--- src/rtl/conv_sequencer.sv ---
// conv_sequencer: frame-level controller for the 2x2 convolution neuron.
// Slides a 2x2 window (stride 1, valid padding) over an IMG_W x IMG_H image.
// For each window it fetches four pixels, hands them to the neuron with the
// latched kernel, captures the registered neuron result and streams it out
// over a valid/ready interface.
module conv_sequencer #(
    parameter int IMG_W   = 8,
    parameter int IMG_H   = 8,
    parameter int ADDR_W  = 6,
    parameter int OADDR_W = 6
) (
    input  logic               clk,
    input  logic               rst,
    input  logic               start,
    input  logic [31:0]        cfg_kernel,
    output logic               busy,
    output logic               done,
    output logic               mem_rd_en,
    output logic [ADDR_W-1:0]  mem_rd_addr,
    input  logic [7:0]         mem_rd_data,
    output logic [31:0]        neu_kernel,
    output logic [31:0]        neu_pixels,
    input  logic [7:0]         neu_result,
    output logic               res_valid,
    input  logic               res_ready,
    output logic [7:0]         res_data,
    output logic [OADDR_W-1:0] res_addr,
    output logic               res_last
);

    localparam int COL_W = (IMG_W > 2) ? $clog2(IMG_W) : 1;
    localparam int ROW_W = (IMG_H > 2) ? $clog2(IMG_H) : 1;
    localparam logic [COL_W-1:0] COL_LAST = COL_W'(IMG_W - 2);
    localparam logic [ROW_W-1:0] ROW_LAST = ROW_W'(IMG_H - 2);

    typedef enum logic [2:0] {
        IDLE  = 3'd0,
        FETCH = 3'd1,
        DRAIN = 3'd2,
        ISSUE = 3'd3,
        CAPT  = 3'd4,
        OUT   = 3'd5,
        FIN   = 3'd6
    } state_t;

    state_t state, state_next;

    logic [1:0]         idx;       // fetch step within the current window
    logic [1:0]         idx_m1;    // lane receiving the data returned this cycle
    logic [COL_W-1:0]   ocol;
    logic [ROW_W-1:0]   orow;
    // Top-left pixel address of the window, tracked incrementally so the
    // row*IMG_W product is never formed in hardware.
    logic [ADDR_W-1:0]  base;
    logic [OADDR_W-1:0] oidx;      // running result index
    logic               last_win;

    assign idx_m1   = idx - 2'd1;
    assign last_win = (orow == ROW_LAST) && (ocol == COL_LAST);

    // State register; reset abandons any frame in progress.
    always_ff @(posedge clk or posedge rst) begin
        if (rst) begin
            state <= IDLE;
        end else begin
            state <= state_next;
        end
    end

    // Next-state decode plus the combinational memory strobe and status flags.
    always_comb begin
        state_next  = state;
        mem_rd_en   = 1'b0;
        mem_rd_addr = '0;
        busy        = (state != IDLE);
        done        = 1'b0;
        case (state)
            IDLE: begin
                if (start) state_next = FETCH;
            end
            FETCH: begin
                mem_rd_en = 1'b1;
                case (idx)
                    2'd0:    mem_rd_addr = base;
                    2'd1:    mem_rd_addr = base + ADDR_W'(1);
                    2'd2:    mem_rd_addr = base + ADDR_W'(IMG_W);
                    default: mem_rd_addr = base + ADDR_W'(IMG_W) + ADDR_W'(1);
                endcase
                if (idx == 2'd3) state_next = DRAIN;
            end
            DRAIN: state_next = ISSUE;
            ISSUE: state_next = CAPT;
            CAPT:  state_next = OUT;
            OUT: begin
                if (res_ready) state_next = res_last ? FIN : FETCH;
            end
            FIN: begin
                done       = 1'b1;
                state_next = IDLE;
            end
            default: state_next = IDLE;
        endcase
    end

    // Datapath: kernel latch, pixel lanes, window counters and result register.
    always_ff @(posedge clk or posedge rst) begin
        if (rst) begin
            idx        <= '0;
            ocol       <= '0;
            orow       <= '0;
            base       <= '0;
            oidx       <= '0;
            neu_kernel <= '0;
            neu_pixels <= '0;
            res_valid  <= 1'b0;
            res_data   <= '0;
            res_addr   <= '0;
            res_last   <= 1'b0;
        end else begin
            case (state)
                IDLE: begin
                    if (start) begin
                        neu_kernel <= cfg_kernel;
                        idx        <= '0;
                        ocol       <= '0;
                        orow       <= '0;
                        base       <= '0;
                        oidx       <= '0;
                    end
                end
                FETCH: begin
                    idx <= idx + 2'd1;
                    // Read data lags the strobe by one cycle, so step 0 has nothing to store.
                    if (idx != 2'd0) neu_pixels[{idx_m1, 3'b000} +: 8] <= mem_rd_data;
                end
                DRAIN: begin
                    neu_pixels[31:24] <= mem_rd_data;
                end
                CAPT: begin
                    res_data  <= neu_result;
                    res_addr  <= oidx;
                    res_last  <= last_win;
                    res_valid <= 1'b1;
                end
                OUT: begin
                    if (res_ready) begin
                        res_valid <= 1'b0;
                        res_last  <= 1'b0;
                        if (!res_last) begin
                            oidx <= oidx + OADDR_W'(1);
                            if (ocol == COL_LAST) begin
                                ocol <= '0;
                                orow <= orow + ROW_W'(1);
                                // Skipping the last column lands on the next row start.
                                base <= base + ADDR_W'(2);
                            end else begin
                                ocol <= ocol + COL_W'(1);
                                base <= base + ADDR_W'(1);
                            end
                        end
                    end
                end
                default: ;
            endcase
        end
    end

endmodule

--- config.mk ---
export PLATFORM = sky130hd
export DESIGN_NAME = conv_sequencer
export DESIGN_NICKNAME = d
export VERILOG_FILES = /design/src/rtl/conv_sequencer.sv
export SDC_FILE = /design/constraint.sdc
export NUM_CORES = 1
export LEC_CHECK = 0
export CELL_PAD_IN_SITES_DETAIL_PLACEMENT = 0
export CELL_PAD_IN_SITES_GLOBAL_PLACEMENT = 1
export CORE_MARGIN = 5
export CORE_UTILIZATION = 30
export DETAILED_ROUTE_END_ITERATION = 16
export PLACE_DENSITY = 0.69
export SLEW_MARGIN = 0
export SYNTH_ARGS = -nofsm -noshare
export SYNTH_HDL_FRONTEND = slang
export SYNTH_SLANG_ARGS = --single-unit
--- constraint.sdc ---
create_clock -name clk -period 5.1 [get_ports clk]
set_input_delay 1.275 -clock clk [delete_from_list [all_inputs] [get_ports clk]]
set_output_delay 1.275 -clock clk [all_outputs]
set_load 0.01 [all_outputs]
# Yosys cells after proc, flatten, opt, wreduce, memory -nomap -nowiden
# Index checks and enable logic that the tools add are counted.
totals:
  input_bits: 52
  output_inout_bits: 89
  regBits: 103
op_classes:
  n_mux: 34
  n_reduce_logical: 17
  n_addsub: 10
  shifts: 2
  eq_ne: 17
ops:
  columns: ["cell", "count"]
  rows:
  - ["$mux W6", 7]
  - ["$mux W3", 11]
  - ["$bwmux W32", 1]
  - ["$mux W32", 1]
  - ["$shift A8 B7 Y32 const A", 1]
  - ["$shiftx A8 B7 Y32", 1]
  - ["$pmux W6 S2", 2]
  - ["$add A6 B1 Y6 const B", 3]
  - ["$pmux W3 S6", 1]
  - ["$pmux W6 S3", 1]
  - ["$pmux W8 S2", 1]
  - ["$eq A3 B3 Y1 const B", 5]
  - ["$ne A2 B2 Y1 const B", 6]
  - ["$pmux W3 S2", 2]
  - ["$reduce_and A2 Y1", 5]
  - ["$reduce_bool A2 Y1", 5]
  - ["$neg A5 Y7", 1]
  - ["$add A3 B1 Y3 const B", 2]
  - ["$add A6 B2 Y6 const B", 1]
  - ["$add A6 B4 Y6 const B", 1]
  - ["$eq A3 B2 Y1 const B", 2]
  - ["$reduce_and A5 Y1", 1]
  - ["$eq A2 B2 Y1 const B", 2]
  - ["$pmux W1 S2", 2]
  - ["13 further kinds", 15]

# Depth between registers and ports, before layout
# Gate-level depths: netlist (run 1).
depth:
  ltp_word: 6
  depth_mapped: 8

# Worst setup path before layout (run 1)
# Ideal clock, no wire load.
synth_timing:
  path_type: "flip-flop to output port"
  from: "register idx[0]"
  to: "output mem_rd_addr[5]"
  path_stages_with_launch: 8
  slack_ns: 2.241
  path_buffers: 1
  required_ns: 3.825
  arrival_time_ns: 1.584
  cell_sequence: "dfrtp_1 clkbuf_1 inv_1 ha_1 inv_1 a31oi_1 a211oi_1 a211oi_1"
synth_between:
  elab_chain_len: 3
  word_cells_on_any_way: 5
  classes_between: "2 x eq/ne; 2 x mux; 1 x reduce/logical"
synth_lines:
  columns: ["item", "line", "source"]
  rows:
  - ["start, declared", "48", "logic [1:0] idx;"]
  - ["start signal, assigned", "132", "idx <= idx + 2'd1;"]
  - ["$eq A2 B2 Y1 (tied with other cells)", "83", "case (idx)"]
  - ["$pmux W6 S3 (*)", "83", null]
  - ["$mux W6 (*)", "77", "case (state)"]
  - ["end, declared", "19", "output logic [ADDR_W-1:0] mem_rd_addr,"]
# Every way passes the cells marked *; elsewhere a longest branch is shown, timed or not.

# Final worst setup path (run 1)
# Same ends and word-level chain as after synthesis.

==> impl_metrics.json, run 1 <==
{
  "postRouteAntennaNets": 0,
  "gr-usage-all-layers_pct": 14.5,
  "diodes": 0,
  "worst_ep_required_time_ns": 3.83,
  "gp_congestion": 0.792,
  "synth_cell_types": 48,
  "io_buffers": 140,
  "final_cell_mix": "nand2_1, clkdlybuf4s50_1, dfrtp_1, o21ai_0, a21oi_1",
  "layout_commonest_cell": "nand2_1",
  "row_count": 46,
  "grt_max_degree": 81,
  "cts_buffers": 9,
  "crit_type": "flip-flop to output port",
  "grt_pass1_vias": 4020,
  "io_pins": 141,
  "fin_area_sq_um": 6670,
  "drtIter0Drc": 325,
  "pre_cts_slack_ns": 1.58,
  "top_usage_layer": "met2",
  "cts.repair.resized": 0,
  "ys_warn_count": 0,
  "instances_no_fill": 851,
  "setup-tns-final_ns": 0,
  "h-tree-depth": 3,
  "setup_viol": 0,
  "syn_to_final_growth_pct": 40.0,
  "cts_setup_buffers": 0,
  "cts_tree": "done",
  "ys_seq_area_share_pct": 54.1,
  "avgRoutedWirePerCell_um": 15.4,
  "dpl.hpwl_mm": 9.25,
  "cp_max_fo": 11,
  "grt_pass1_wl_mm": 21.2,
  "fin_util_pct": 42.5,
  "vias": 3976,
  "clock_path_buffers": 2,
  "arrival_ns": 2.54,
  "antenna_found_initial": 0,
  "grt_overflow_total": 0,
  "met1_usage_pct": 20.1,
  "fp.dieArea_sq_um": 18500,
  "drive_gt1_share_pct": 6.30,
  "cts_hold_buffers": 0,
  "postPlaceCellArea_sq_um": 6360,
  "hold_path_class": "flip-flop to flip-flop",
  "crit_path_start_kind": "flip-flop",
  "dp_cells": 835,
  "maxSlewViolCount": 0,
  "rsz0062_at_grt": "no",
  "finClkSkew_ns": 0.00958,
  "fin_crit_ns": 3.82,
  "async_reset_ff_share_pct": 100,
  "die_h_um": 136,
  "peakVddDrop_v": 0.000256,
  "die_w_um": 136,
  "yosys_register_bits": 103,
  "cts_root_buf": "clkbuf_16",
  "ys.flop_type": "dfrtp_1",
  "setup_slack_ns": 1.28,
  "met2_usage_pct": 21.0,
  "clock_latency_ns": 0.35,
  "start_util_pct": 30.3,
  "synth_edf_count": 0,
  "synth.net_count": 568,
  "whs_ns": 0.475,
  "coreArea_sq_um": 15700,
  "end_kind": "output port",
  "power.density_nw_per_um2": 559,
  "nets": 697,
  "worst_slew_pin_slew_ns": 1.01,
  "drc_errors": 0,
  "dr.pass1.iters": 4,
  "ff2ff_setup_slack_ns": 2.64,
  "hold_viol_final": 0,
  "p_leak_nw": 2.95,
  "syn_inst": 501,
  "clk_pin_slew_ns": 0.07,
  "slew_headroom_pct": 32.4,
  "syn_area_sq_um": 4770,
  "finalPower_mw": 3.73,
  "met3_usage_pct": 6.18,
  "fmax_mhz": 262,
  "wl_mm": 13.1,
  "clock-sinks": 103,
  "avgSynthCellArea_sq_um": 9.51,
  "via_per_inst": 4.67,
  "max_cap_violations": 0,
  "status": "completed",
  "finalCritPeriodShare_pct": 74.9
}
flip-flops by register name (all words and copies together) (netlist names):
register and count:
neu_kernel 32, neu_pixels 32, res_data 8, base 6
oidx 6, res_addr 6, ocol 3, orow 3
state 3, idx 2, res_last 1, res_valid 1
where the power goes:
group	leakage (nW)	switching [mW]	internal (mW)
Combinational	1.47	0.781	0.833
Clock	0.150	0.312	0.432
Sequential	1.32	0.246	1.13
Total	2.95	1.34	2.39
Yosys cell counts, types with 2 or more instances:
cell      number  area (sq um)
nand2_1      167           627
dfrtp_1      103          2580
o21ai_0       39           195
a21oi_1       18          90.1
mux2_2        16           180
nor2_1        16          60.1
clkbuf_1      15          56.3
ha_1          15           188
nand3_1       12          60.1
a22o_1         9          78.8
inv_1          9          33.8
xnor2_1        9          78.8
buf_2          8          40.0
o31ai_1        6          45.0
nor3_1         4          20.0
a211oi_1       3          22.5
and3_1         3          18.8
and3b_1        3          26.3
nand4b_1       3          26.3
nor2b_1        3          18.8
nor3b_1        3          22.5
a21o_1         2          15.0
a221oi_1       2          17.5
a311oi_1       2          17.5
nand2b_1       2          12.5
nand3b_1       2          15.0
o211ai_1       2          15.0
o21bai_1       2          15.0
o22a_1         2          17.5
or3_1          2          12.5
or4_1          2          15.0
worst paths after layout:
path	startpoint	to	depth (start not counted)
min in group asynchronous	rst	neu_kernel[8]	2
max in group asynchronous	rst	idx[1]	3
setup / recovery	idx[0]	mem_rd_addr[5]	7
hold / removal	neu_kernel[13]	neu_kernel[13]	2
hold reg to reg	neu_kernel[13]	neu_kernel[13]	2
setup reg to reg	state[2]	orow[1]	3
worst max-delay path, cell delays in order, from the launching register on:
cell and delay, ns:
dfrtp_1 0.51, inv_1 0.18, ha_1 0.29, inv_1 0.12, a31oi_1 0.18, a211oi_1 0.07
a211oi_1 0.27, clkdlybuf4s50_1 0.58
final cells by class:
type | instances | area [sq um]
clock inverter | 5 | 81.3
timing repair buffer | 143 | 1420
clock buffer | 11 | 233
sequential | 103 | 2580
tap | 216 | 270
fill | 1499 | 9040
inverter | 9 | 36.3
multi-input combinational | 364 | 2050
layer usage:
layer,share of wire (%),wire [um]
met5,0,0
met4,1.4,188
met3,9.0,1180
met2,44,5720
met1,46,5970
kinds of logic (layout without fill, tap and decap cells):
family	after synthesis	in the layout	synth area share (%)
XOR/XNOR	9	9	1.65
buffers and inverters	34	168	3.05
AO/OA/AOI/OAI	93	93	12.1
multiplexers	17	17	3.99
adder cells (fa/ha/maj)	15	15	3.94
flip-flops	103	103	54.1
AND/OR/NAND/NOR	230	230	21.2
Note: power is estimated with default switching activity, not from simulation.
==> inputs of run 2 (changes only) <==
PLACE_DENSITY = 0.71   (was 0.69)
clock period = 3.2 ns   (was 5.1 ns; I/O delays follow)
==> run 2 against run 1 <==
Clock power increased by 49%. Highest routed layer unchanged. Cell area grew 1.9%. Count of clock-buffer cells in the layout stayed put. Global-route usage increased by 0.072 points.
==> impl_metrics.json, run 2 (synthesis gave the netlist of run 1 again) <==
{
  "ff2ff_setup_slack_ns": 1.07,
  "grt_pass1_wl_mm": 21.4,
  "drc_errors": 0,
  "gp_congestion": 0.784,
  "clock_path_buffers": 2,
  "power.density_nw_per_um2": 881,
  "finalPower_mw": 5.99,
  "setup-tns-final_ns": 0,
  "coreArea_sq_um": 15700,
  "io_pins": 141,
  "row_count": 46,
  "clock-sinks": 103,
  "fin_util_pct": 43.3,
  "clk_pin_slew_ns": 0.08,
  "r2r-end": "oidx[5]",
  "cts_buffers": 9,
  "status": "completed",
  "avgRoutedWirePerCell_um": 15.3,
  "setup_viol": 0,
  "clock_latency_ns": 0.35,
  "crit_type": "flip-flop to output port",
  "nets": 710,
  "fin_crit_ns": 3.08,
  "hold_path_end": "neu_kernel[30]",
  "top_regs": "neu_kernel: 32 flops, neu_pixels: 32 flops, res_data: 8 flops",
  "hold_viol_final": 0,
  "start_util_pct": 30.3,
  "arrival_ns": 2.28,
  "maxSlewViolCount": 0,
  "rr_worst_depth": 5,
  "cts_root_buf": "clkbuf_16",
  "worst_slew_pin_slew_ns": 0.646,
  "gr-usage-all-layers_pct": 14.6,
  "dr.pass1.iters": 4,
  "finalCritPeriodShare_pct": 96.2,
  "final_cell_mix": "nand2_1, clkdlybuf4s50_1, dfrtp_1, o21ai_0, a21oi_1",
  "worst_ep_required_time_ns": 2.40,
  "fp.dieArea_sq_um": 18500,
  "whs_ns": 0.475,
  "wl_mm": 13.3,
  "cts_hold_buffers": 0,
  "syn_to_final_growth_pct": 42.6,
  "via_per_inst": 4.63,
  "rsz0062_at_grt": "no",
  "cp_max_fo": 5,
  "die_w_um": 136,
  "postRouteAntennaNets": 0,
  "grt_max_degree": 104,
  "hold_path_class": "flip-flop to flip-flop",
  "crit_path_start_kind": "flip-flop",
  "cts_tree": "done",
  "grt_pass1_vias": 4084,
  "hp-start": "neu_kernel[30]",
  "antenna_found_initial": 0,
  "grt_overflow_total": 0,
  "layout_commonest_cell": "nand2_1",
  "diodes": 0,
  "dpl.hpwl_mm": 9.51,
  "h-tree-depth": 3,
  "slew_headroom_pct": 56.8,
  "r2r_start": "state[2]",
  "p_leak_nw": 3.02,
  "max_cap_violations": 0,
  "holdPathStages": 2,
  "peakVddDrop_v": 0.000371,
  "fmax_mhz": 325,
  "drive_gt1_share_pct": 9.72,
  "drtIter0Drc": 250,
  "die_h_um": 136,
  "end_kind": "output port",
  "vias": 4001,
  "io_buffers": 140,
  "finClkSkew_ns": 0.00943
}
-- run 2: cell count changes in the layout (fill, tap and decap cells not counted), sizes merged --
| cell | previous run | this run |
|---|---|---|
| buf | 3 | 16 |
| bufinv | 2 | 0 |
| clkdlybuf4s50 | 140 | 138 |
| clkinv | 1 | 2 |
| clkinvlp | 1 | 2 |
| dlygate4sd2 | 0 | 1 |
| dlymetal6s2s | 0 | 1 |
-- run 2: timing repair --
item | CTS | global route
endpoints found under the setup margin | 3 | 2
buffers inserted | 0 | 3
cloned | 0 | 0
gates resized for setup | 6 | 5
-- run 2: layout make-up --
class | count | area [sq um]
Multi-Input combinational cell | 364 | 2070
Fill cell | 1507 | 8910
Timing Repair Buffer | 156 | 1540
Sequential cell | 103 | 2580
Clock inverter | 5 | 50.0
Clock buffer | 11 | 253
Tap cell | 216 | 270
Inverter | 9 | 37.5
-- run 2: metrics by stage --
| step | std cells | instance area [sq um] | setup slack [ns] |
|---|---|---|---|
| 5_1_grt | 864 | 6800 | 0.00741 |
| 3_5_place_dp | 845 | 6450 | 0.257 |
| 4_1_cts | 861 | 6760 | 0.0284 |
| 2_1_floorplan | 501 | 4770 | 0.816 |
| 3_3_place_gp | 845 | 6450 | 0.344 |
| 6_report | 864 | 6800 | 0.121 |
-- run 2: where the power goes --
group          internal [mW]  switching (mW)  leakage [nW]
clock network          0.585           0.520         0.146
logic                   1.42            1.35          1.55
registers               1.80           0.314          1.32
-- run 2: worst max-delay path by stage --
stage / start / endpoint / slack [ns] / cells after the start
CTS: idx[1] / mem_rd_addr[3] / 0.03 / 6
detailed placement: idx[0] / mem_rd_addr[5] / 0.26 / 7
finish: idx[1] / mem_rd_addr[3] / 0.12 / 6
global placement: base[0] / mem_rd_addr[4] / 0.34 / 6
floorplan: idx[0] / mem_rd_addr[5] / 0.82 / 7
global route: base[1] / mem_rd_addr[3] / 0.007 / 6
-- run 2: routing by layer --
metal	track usage (%)	vias to the layer above	part of all wire [%]
li1	-	1980	-
met1	19.1	1892	45
met2	22.6	110	45
met3	4.63	19	7.5
met4	5.60	0	2.0
met5	0	-	0
-- run 2: critical path, stage by stage, from the launching register on --
cell and delay, ns:
dfrtp_1 0.42, inv_1 0.20, ha_2 0.28, a21oi_1 0.05, a211o_1 0.29, a21oi_1 0.13, clkdlybuf4s50_1 0.56
==> inputs of run 3 (changes only) <==
ABC_AREA = 0   (was not set)
==> results of run 3 <==
The final DEF is identical to that of run 2; final timing and power are the same.
